### src/rtl/rsv_pkg.sv
// rsv_pkg: operation codes, entry layout and default sizing
// shared by the reservation station, its ALU and the bench.
package rsv_pkg;
   localparam int RSV_XLEN  = 32;
   localparam int RSV_DEPTH = 4;

   typedef enum logic [2:0] {
      RSV_ADD,
      RSV_SUB,
      RSV_AND,
      RSV_OR,
      RSV_XOR,
      RSV_SLL,
      RSV_SRL,
      RSV_SLT
   } rsv_op_e;

   typedef struct packed {
      rsv_op_e               op;
      logic [RSV_XLEN-1:0]   rs1;
      logic [RSV_XLEN-1:0]   rs2;
   } rsv_entry_t;
endpackage

### src/rtl/reservation_station_if.sv
// reservation_station_if: dispatch request/ready plus
// result strobe between dispatch and writeback.
interface reservation_station_if #(
   parameter int XLEN = 32
);
   logic            valid_in;
   logic [2:0]      rsv_type;
   logic [XLEN-1:0] rs1;
   logic [XLEN-1:0] rs2;
   logic            ready_out;
   logic            valid_out;
   logic [XLEN-1:0] result;

   modport master (
      output valid_in, rsv_type, rs1, rs2,
      input  ready_out, valid_out, result
   );

   modport slave (
      input  valid_in, rsv_type, rs1, rs2,
      output ready_out, valid_out, result
   );
endinterface

### src/rtl/rsv_alu.sv
// rsv_alu: single-cycle combinational integer unit
// evaluated on the entry being issued.
module rsv_alu
   import rsv_pkg::*;
#(
   parameter int XLEN = RSV_XLEN
) (
   input  rsv_op_e         op,
   input  logic [XLEN-1:0] a,
   input  logic [XLEN-1:0] b,
   output logic [XLEN-1:0] y
);
   localparam int SW = $clog2(XLEN);

   logic [SW-1:0] sh;
   logic          lt;

   assign sh = b[SW-1:0];
   assign lt = $signed(a) < $signed(b);

   always_comb begin
      y = '0;
      unique case (op)
         RSV_ADD: y = a + b;
         RSV_SUB: y = a - b;
         RSV_AND: y = a & b;
         RSV_OR:  y = a | b;
         RSV_XOR: y = a ^ b;
         RSV_SLL: y = a << sh;
         RSV_SRL: y = a >> sh;
         RSV_SLT: y = {{(XLEN-1){1'b0}}, lt};
      endcase
   end
endmodule

### src/rtl/reservation_station.sv
// reservation_station: in-order entry FIFO feeding one ALU.
// RSV_BYPASS_EN lets a dispatch into an empty station skip storage.
module reservation_station
   import rsv_pkg::*;
#(
   parameter int XLEN  = RSV_XLEN,
   parameter int DEPTH = RSV_DEPTH
) (
   input logic                  clk,
   input logic                  rst,
   reservation_station_if.slave bus
);
   localparam int AW = $clog2(DEPTH);
   localparam int CW = AW + 1;
   localparam logic [CW-1:0] FULL = CW'(DEPTH);

   typedef struct packed {
      rsv_op_e         op;
      logic [XLEN-1:0] rs1;
      logic [XLEN-1:0] rs2;
   } ent_t;

   ent_t            mem [DEPTH];
   ent_t            in_ent;
   ent_t            alu_ent;
   logic [AW-1:0]   head;
   logic [AW-1:0]   tail;
   logic [CW-1:0]   count;
   logic            push;
   logic            pop;
   logic            byp;
   logic            enq;
   logic [XLEN-1:0] alu_y;
   logic            vld_q;
   logic [XLEN-1:0] res_q;

   assign in_ent = '{
      op:  rsv_op_e'(bus.rsv_type),
      rs1: bus.rs1,
      rs2: bus.rs2
   };

   assign bus.ready_out = count < FULL;
   assign bus.valid_out = vld_q;
   assign bus.result    = res_q;

   assign push = bus.valid_in & bus.ready_out;
   assign pop  = count != '0;

`ifdef RSV_BYPASS_EN
   assign byp = push & ~pop;
`else
   assign byp = 1'b0;
`endif

   // a bypassed entry never touches the array or the count
   assign enq     = push & ~byp;
   assign alu_ent = byp ? in_ent : mem[head];

   rsv_alu #(
      .XLEN (XLEN)
   ) u_alu (
      .op (alu_ent.op),
      .a  (alu_ent.rs1),
      .b  (alu_ent.rs2),
      .y  (alu_y)
   );

   always_ff @(posedge clk) begin
      if (enq) mem[tail] <= in_ent;
   end

   always_ff @(posedge clk or negedge rst) begin
      if (!rst) begin
         head  <= '0;
         tail  <= '0;
         count <= '0;
         vld_q <= 1'b0;
         res_q <= '0;
      end else begin
         if (enq) tail <= tail + 1'b1;
         if (pop) head <= head + 1'b1;
         unique case ({enq, pop})
            2'b10:   count <= count + 1'b1;
            2'b01:   count <= count - 1'b1;
            default: ;
         endcase
         if (pop | byp) begin
            vld_q <= 1'b1;
            res_q <= alu_y;
         end else begin
            vld_q <= 1'b0;
         end
      end
   end
endmodule

### src/flat_wrapper.sv
// flat-port wrapper written by rule: the top's interface ports become plain ports
module reservation_station_flat import rsv_pkg::*;
#(
   parameter int XLEN  = RSV_XLEN,
   parameter int DEPTH = RSV_DEPTH
)
  (clk, rst, bus_valid_in, bus_rsv_type, bus_rs1, bus_rs2, bus_ready_out, bus_valid_out, bus_result);
  reservation_station_if #(.XLEN(XLEN)) bus_i ();
  input logic clk;
  input logic rst;
  input wire logic [$bits(bus_i.valid_in)-1:0] bus_valid_in;
  input wire logic [$bits(bus_i.rsv_type)-1:0] bus_rsv_type;
  input wire logic [$bits(bus_i.rs1)-1:0] bus_rs1;
  input wire logic [$bits(bus_i.rs2)-1:0] bus_rs2;
  output wire logic [$bits(bus_i.ready_out)-1:0] bus_ready_out;
  output wire logic [$bits(bus_i.valid_out)-1:0] bus_valid_out;
  output wire logic [$bits(bus_i.result)-1:0] bus_result;
  assign bus_i.valid_in = bus_valid_in;
  assign bus_i.rsv_type = bus_rsv_type;
  assign bus_i.rs1 = bus_rs1;
  assign bus_i.rs2 = bus_rs2;
  assign bus_ready_out = bus_i.ready_out;
  assign bus_valid_out = bus_i.valid_out;
  assign bus_result = bus_i.result;
  reservation_station #(.XLEN(XLEN), .DEPTH(DEPTH)) u_core (.clk(clk), .rst(rst), .bus(bus_i));
endmodule
### config.mk
export PLATFORM = sky130hd
export DESIGN_NAME = reservation_station_flat
export DESIGN_NICKNAME = d
export VERILOG_FILES = /design/src/rtl/rsv_pkg.sv /design/src/rtl/reservation_station_if.sv /design/src/rtl/rsv_alu.sv /design/src/rtl/reservation_station.sv /design/src/flat_wrapper.sv
export SDC_FILE = /design/constraint.sdc
export NUM_CORES = 1
export LEC_CHECK = 0
export CORE_MARGIN = 2
export CORE_UTILIZATION = 61
export DETAILED_ROUTE_END_ITERATION = 6
export GPL_TIMING_DRIVEN = 0
export PLACE_DENSITY = 0.87
export SETUP_SLACK_MARGIN = 0.15
export SLEW_MARGIN = 20
export SYNTH_ARGS = -nofsm -noshare
export SYNTH_HDL_FRONTEND = slang
export SYNTH_HIERARCHICAL = 1
export SYNTH_SLANG_ARGS = --single-unit
### constraint.sdc
create_clock -name clk -period 8 [get_ports clk]
set_clock_uncertainty 0.2 [all_clocks]
set_input_delay 1.6 -clock clk [delete_from_list [all_inputs] [get_ports clk]]
set_output_delay 1.6 -clock clk [all_outputs]
set_load 0.01 [all_outputs]
==> Word level (Yosys, flattened, before mapping) <==
Memory sizes are Yosys's and may differ from the RTL's.
Index checks and enable logic that the tools add are counted.
{ "word_totals": {"reg_bits": 40, "wordCells": 37, "memories": 1, "ram_bits": 268} }
{ "op_classes": {"n_bitwise": 4, "n_lt_le_gt_ge": 2, "muxes": 5, "n_eq_ne": 9, "n_shift": 2, "add_sub_neg": 6, "reduce_logical": 3} }
{ "memory_table": {"columns": ["name", "depth", "word_bits", "rd", "rd_ports_with_merged_regs", "write_ports", "line_no", "text"], "rows": [
  ["u_core.mem", 4, 67, 1, 0, 1, "reservation_station.sv:23", "ent_t mem [DEPTH];"]
]} }
{ "ops": {"columns": ["cell", "count"], "rows": [
  ["$pmux 32 s8", 1],
  ["$add 32x32->32", 1],
  ["$and 32x32->32", 1],
  ["$lt 32x32->1", 1],
  ["$or 32x32->32", 1],
  ["$shl 32x5->32", 1],
  ["$shr 32x5->32", 1],
  ["$sub 32x32->32", 1],
  ["$xor 32x32->32", 1],
  ["$eq 3x3->1 const B", 4],
  ["$eq 3x2->1 const B", 2],
  ["$pmux 3 s2", 1],
  ["$add 2x1->2 const B", 2],
  ["$add 3x1->3 const B", 1],
  ["$eq 3x1->1 const B", 1],
  ["$logic_not 3->1", 1],
  ["$lt 3x3->1 const B", 1],
  ["$mux 1", 3],
  ["$reduce_bool 3->1", 1],
  ["$sub 3x1->3 const B", 1],
  ["$eq 2x1->1 const B", 1],
  ["$eq 2x2->1 const B", 1],
  ["$reduce_bool 2->1", 1],
  ["$and 1x1->1", 1]
]} }

==> Logic depth before layout (Yosys ltp) <==
{ "logic_depth": {"ltp_word": 4, "ltp_mapped": 18} }

==> Cells and area by module <==
Netlist, hierarchy kept.
{ "modules_own_cells": {"columns": ["module", "n_inst", "seq_area_each_um2", "cells_each", "area_per_inst_um2"], "rows": [
  ["reservation_station", 1, 9048.7, 458, 11405.9],
  ["rsv_alu", 1, 0.0, 1218, 8179.1]
]} }

==> Worst setup path before layout <==
OpenSTA, ideal clock, no wires.
{ "synth_timing": {"kind": "reg-to-reg", "from": "register u_core.head[0]", "to": "register u_core.res_q[27], in the netlist u_core/bus.result[27]", "required_ps": 7675, "setup_slack_ps": 3128, "stages_incl_launch_ff": 19, "t_arrival_ps": 4547, "period_less_slack_ps": 4872, "path_cell_list": "dfrtp_1 -> buf_2 -> buf_6 -> mux4_2 -> inv_2 -> buf_1 -> buf_1 -> ha_1 -> buf_2 -> clkinv_1 -> o221ai_2 -> a211oi_2 -> a31oi_4 -> o41ai_4 -> a31oi_2 -> xnor2_1 -> o22ai_1 -> or3_1 -> mux2_4"} }
{ "synth_rtl": {"columns": ["element", "line_no", "text"], "rows": [
  ["start: declaration", "reservation_station.sv:26", "logic [AW-1:0] head;"],
  ["start signal: assignment", "reservation_station.sv:82", "if (pop) head <= head + 1'b1;"],
  ["end signal: assignment", "reservation_station.sv:90", "res_q <= alu_y;"],
  ["end: declaration", "reservation_station.sv:35", "logic [XLEN-1:0] res_q;"]
]} }

==> flow_summary.json <==
{
  "layout.cells.non_filler": 2240,
  "holdCritPathClass": "flop to flop",
  "fin_crit_ns": 6.454,
  "setup_violations": 0,
  "slew_violations": 0,
  "synth_area_mm2": 0.01959,
  "timing.slew.headroom": 0.2358,
  "ff2ff_setup_slack_ns": 1.55,
  "core-area_mm2": 0.03156,
  "fmax_mhz": 154.9,
  "worst_r2r_path_depth": 18,
  "fin_ws_ns": 1.546,
  "dr.pass1.iters": 6,
  "ioPinCount": 104,
  "grt_max_degree": 48,
  "track_usage": 0.4161,
  "cts_buffer_depth": 3,
  "antenna_found_initial": 1,
  "crit_buf_inv": 7,
  "post_cts_resized": 0,
  "ant_nets": 0,
  "worst-path-stages": 18,
  "fin_setup_tns_ns": 0,
  "rows": 65,
  "overflow": 0,
  "htreeDepth": 1,
  "vias": 16155,
  "hp-start": "u_core/bus.result[23]$_DFFE_PN0P_",
  "status": "completed",
  "drv_cap": 0,
  "die_h_um": 183.2,
  "critPathMaxFanout": 11,
  "hold_depth": 1,
  "m1WireLength_um": 25430,
  "synth_edf_count": 268,
  "nNetsFinal": 1991,
  "worst_setup_path_start_kind": "flop",
  "wl_met3_um": 8596,
  "cts_root_buf": "clkbuf_16",
  "cp.required_ns": 8.29,
  "yosysUniqueCellTypes": 86,
  "hpwl_um": 52010,
  "cts_tree": "done",
  "yosys_warnings": 6,
  "yosysSeqAreaShare": 0.4620,
  "tightestPinTransition_ns": 1.142,
  "avgViaCountPerCell": 7.212,
  "globalplace.congestion": 1.072,
  "n_antenna_cell": 0,
  "ys_ff_latch": 308,
  "die_w_um": 183.2,
  "dp_cells": 2186,
  "numClockSinks": 308,
  "timing.rr.end": "u_core/bus.result[27]$_DFFE_PN0P_",
  "cts_made_buffers": 30,
  "period_share": 0.8068,
  "grt_pass1_wl_um": 101900,
  "critPathCaptureType": "flop",
  "worstPathArrival_ns": 6.75,
  "clkTransAtPathRegs_ns": 0.07,
  "critical_path.cell_chain": "clkbuf_1 -> buf_2 -> mux4_2 -> inv_2 -> buf_1 -> buf_1 -> ha_1 -> buf_2 -> clkinv_1 -> o221ai_2 -> a211oi_2 -> a31oi_4 -> o41ai_4 -> a31oi_2 -> xnor2_1 -> o22ai_1 -> or3_1 -> mux2_4",
  "wl_met2_um": 31110,
  "cts_hold_buf": 0,
  "drc_errors": 0,
  "port_buffers": 103,
  "critical_path_class": "flop to flop",
  "finalHoldViolations": 0,
  "die_area_mm2": 0.03356,
  "first_global_vias": 15790,
  "postSynthAreaPerCell_um2": 11.69,
  "hold_end": "u_core/bus.result[23]$_DFFE_PN0P_",
  "postCtsSetupBuffers": 0,
  "rsz0062_at_grt": "false",
  "crit_slowest_cell": "buf_1",
  "drt-initial-drc-count": 2867,
  "r2r_start": "u_core/head[1]$_DFFE_PN0P_",
  "path_delay_family": "buffers and inverters",
  "synthArstFlopShare": 0.1299,
  "routed.top_layer": "met4",
  "start_util": 0.6207,
  "syn_to_final_growth_pct": 13.13,
  "syn_nets": 1851,
  "drive_gt1_frac": 0.1420,
  "max_stage_delay_ns": 0.71,
  "place_ws_ns": 1.710,
  "avgRoutedWirePerCell_um": 31.16,
  "syn_inst": 1676,
  "wl_um": 69790,
  "insertion_delay_ns": 0.61,
  "synth_flop_cell": "edfxtp_1"
}
## per-stage QoR
step | utilization | area (µm²) | hold slack (ns)
6_report | 0.7022 | 22160 | 0.3149
5_1_grt | 0.7022 | 22160 | 0.3315
4_1_cts | 0.7022 | 22160 | 0.3173
3_5_place_dp | 0.6736 | 21250 | 0.2964
3_3_place_gp | 0.6693 | 21120 | 0.2844
2_1_floorplan | - | 19590 | 0.2617
## layout make-up
type	count	area, µm²
Buffer	112	563.0
Clock buffer	38	790.8
Clock inverter	16	112.6
Fill cell	2198	9398
Inverter	111	416.7
Multi-Input combinational cell	1145	9567
Sequential cell	308	9049
Tap cell	402	503.0
Timing Repair Buffer	108	1156
## layout by cell type, fill, tap and decap left out, types with 40 or more instances in the layout
master           Yosys  layout
clkdlybuf4s50_1      0     102
nand2_1             96      96
nor2_1             168     168
edfxtp_1           268     268
a21oi_1            125     125
clkbuf_1            55      62
ha_1               102     102
mux4_2             104     104
mux2i_1             46      46
inv_1              104     104
dfrtp_1             40      40
o21ai_0             82      82
## worst max path at each step
stage / from / end / slack, ns
after global routing: u_core/head[1]$_DFFE_PN0P_ / u_core/bus.result[27]$_DFFE_PN0P_ / 1.42
after global placement: u_core/head[1]$_DFFE_PN0P_ / u_core/bus.result[27]$_DFFE_PN0P_ / 1.69
after detailed placement: u_core/head[1]$_DFFE_PN0P_ / u_core/bus.result[27]$_DFFE_PN0P_ / 1.71
after floorplan: u_core/head[0]$_DFFE_PN0P_ / u_core/bus.result[27]$_DFFE_PN0P_ / 3.13
after CTS: u_core/head[1]$_DFFE_PN0P_ / u_core/bus.result[27]$_DFFE_PN0P_ / 1.68
final: u_core/head[1]$_DFFE_PN0P_ / u_core/bus.result[27]$_DFFE_PN0P_ / 1.55
## worst reg2reg max path, stage by stage, from the launching register on
cell and delay [ns]:
dfrtp_1 0.32, clkbuf_1 0.32, buf_2 0.36, mux4_2 0.49
inv_2 0.25, buf_1 0.59, buf_1 0.72, ha_1 0.38
buf_2 0.18, clkinv_1 0.08, o221ai_2 0.14, a211oi_2 0.40
a31oi_4 0.19, o41ai_4 0.50, a31oi_2 0.26, xnor2_1 0.21
o22ai_1 0.10, or3_1 0.37, mux2_4 0.27
## Yosys cell counts (all sizes together), types with 8 or more instances
| cell type | count | share of area |
|---|---|---|
| a211oi | 24 | 0.0095 |
| a21oi | 126 | 0.032 |
| or3 | 15 | 0.0049 |
| mux2i | 46 | 0.024 |
| a22oi | 18 | 0.0069 |
| a222oi | 19 | 0.0097 |
| inv | 108 | 0.021 |
| a21o | 16 | 0.0061 |
| nand3 | 24 | 0.0061 |
| ha | 102 | 0.065 |
| mux4 | 104 | 0.12 |
| a221oi | 8 | 0.0036 |
| edfxtp | 268 | 0.41 |
| nor2b | 8 | 0.0027 |
| buf | 57 | 0.018 |
| mux2 | 39 | 0.028 |
| nor2 | 169 | 0.033 |
| o211ai | 22 | 0.0084 |
| nand2 | 96 | 0.018 |
| nand4 | 11 | 0.0035 |
| o31ai | 8 | 0.0033 |
| o21ai | 89 | 0.023 |
| xnor2 | 25 | 0.011 |
| a211o | 9 | 0.0040 |
| nor3 | 26 | 0.0066 |
| clkbuf | 55 | 0.011 |
| nand2b | 19 | 0.0061 |
| dfrtp | 40 | 0.051 |
| a31oi | 11 | 0.0046 |
| o22ai | 17 | 0.0054 |
| o2111ai | 8 | 0.0036 |
| o21a | 10 | 0.0039 |
## kinds of logic (layout without fill, tap and decap cells)
kind of cell / count (synthesis) / in the layout / share of synthesized area
AOI/OAI and AO/OA: 425 / 425 / 0.1446
xor gates and xnor gates: 31 / 31 / 0.01386
adders and majority gates: 106 / 106 / 0.06874
buffers and inverters: 223 / 385 / 0.05002
DFF: 308 / 308 / 0.4620
muxes: 189 / 189 / 0.1707
and+or+nand+nor: 394 / 394 / 0.09001
## registers in the layout (all words and copies together), names as in the netlist
name	flops
u_core/mem	268
u_core/head	2
u_core/tail	2
u_core/bus.valid_out	1
u_core/count	3
u_core/bus.result	32
## routing by layer
| metal | GRT usage | up-vias |
|---|---|---|
| met5 | 0 | - |
| met4 | 0.2182 | 0 |
| met3 | 0.08558 | 329 |
| met2 | 0.6442 | 1381 |
| met1 | 0.5598 | 7778 |
| li1 | - | 6667 |
Power is left out: the tool's default activity adds up to more than one toggle a clock period on the data nets, which glitch-free logic cannot reach.
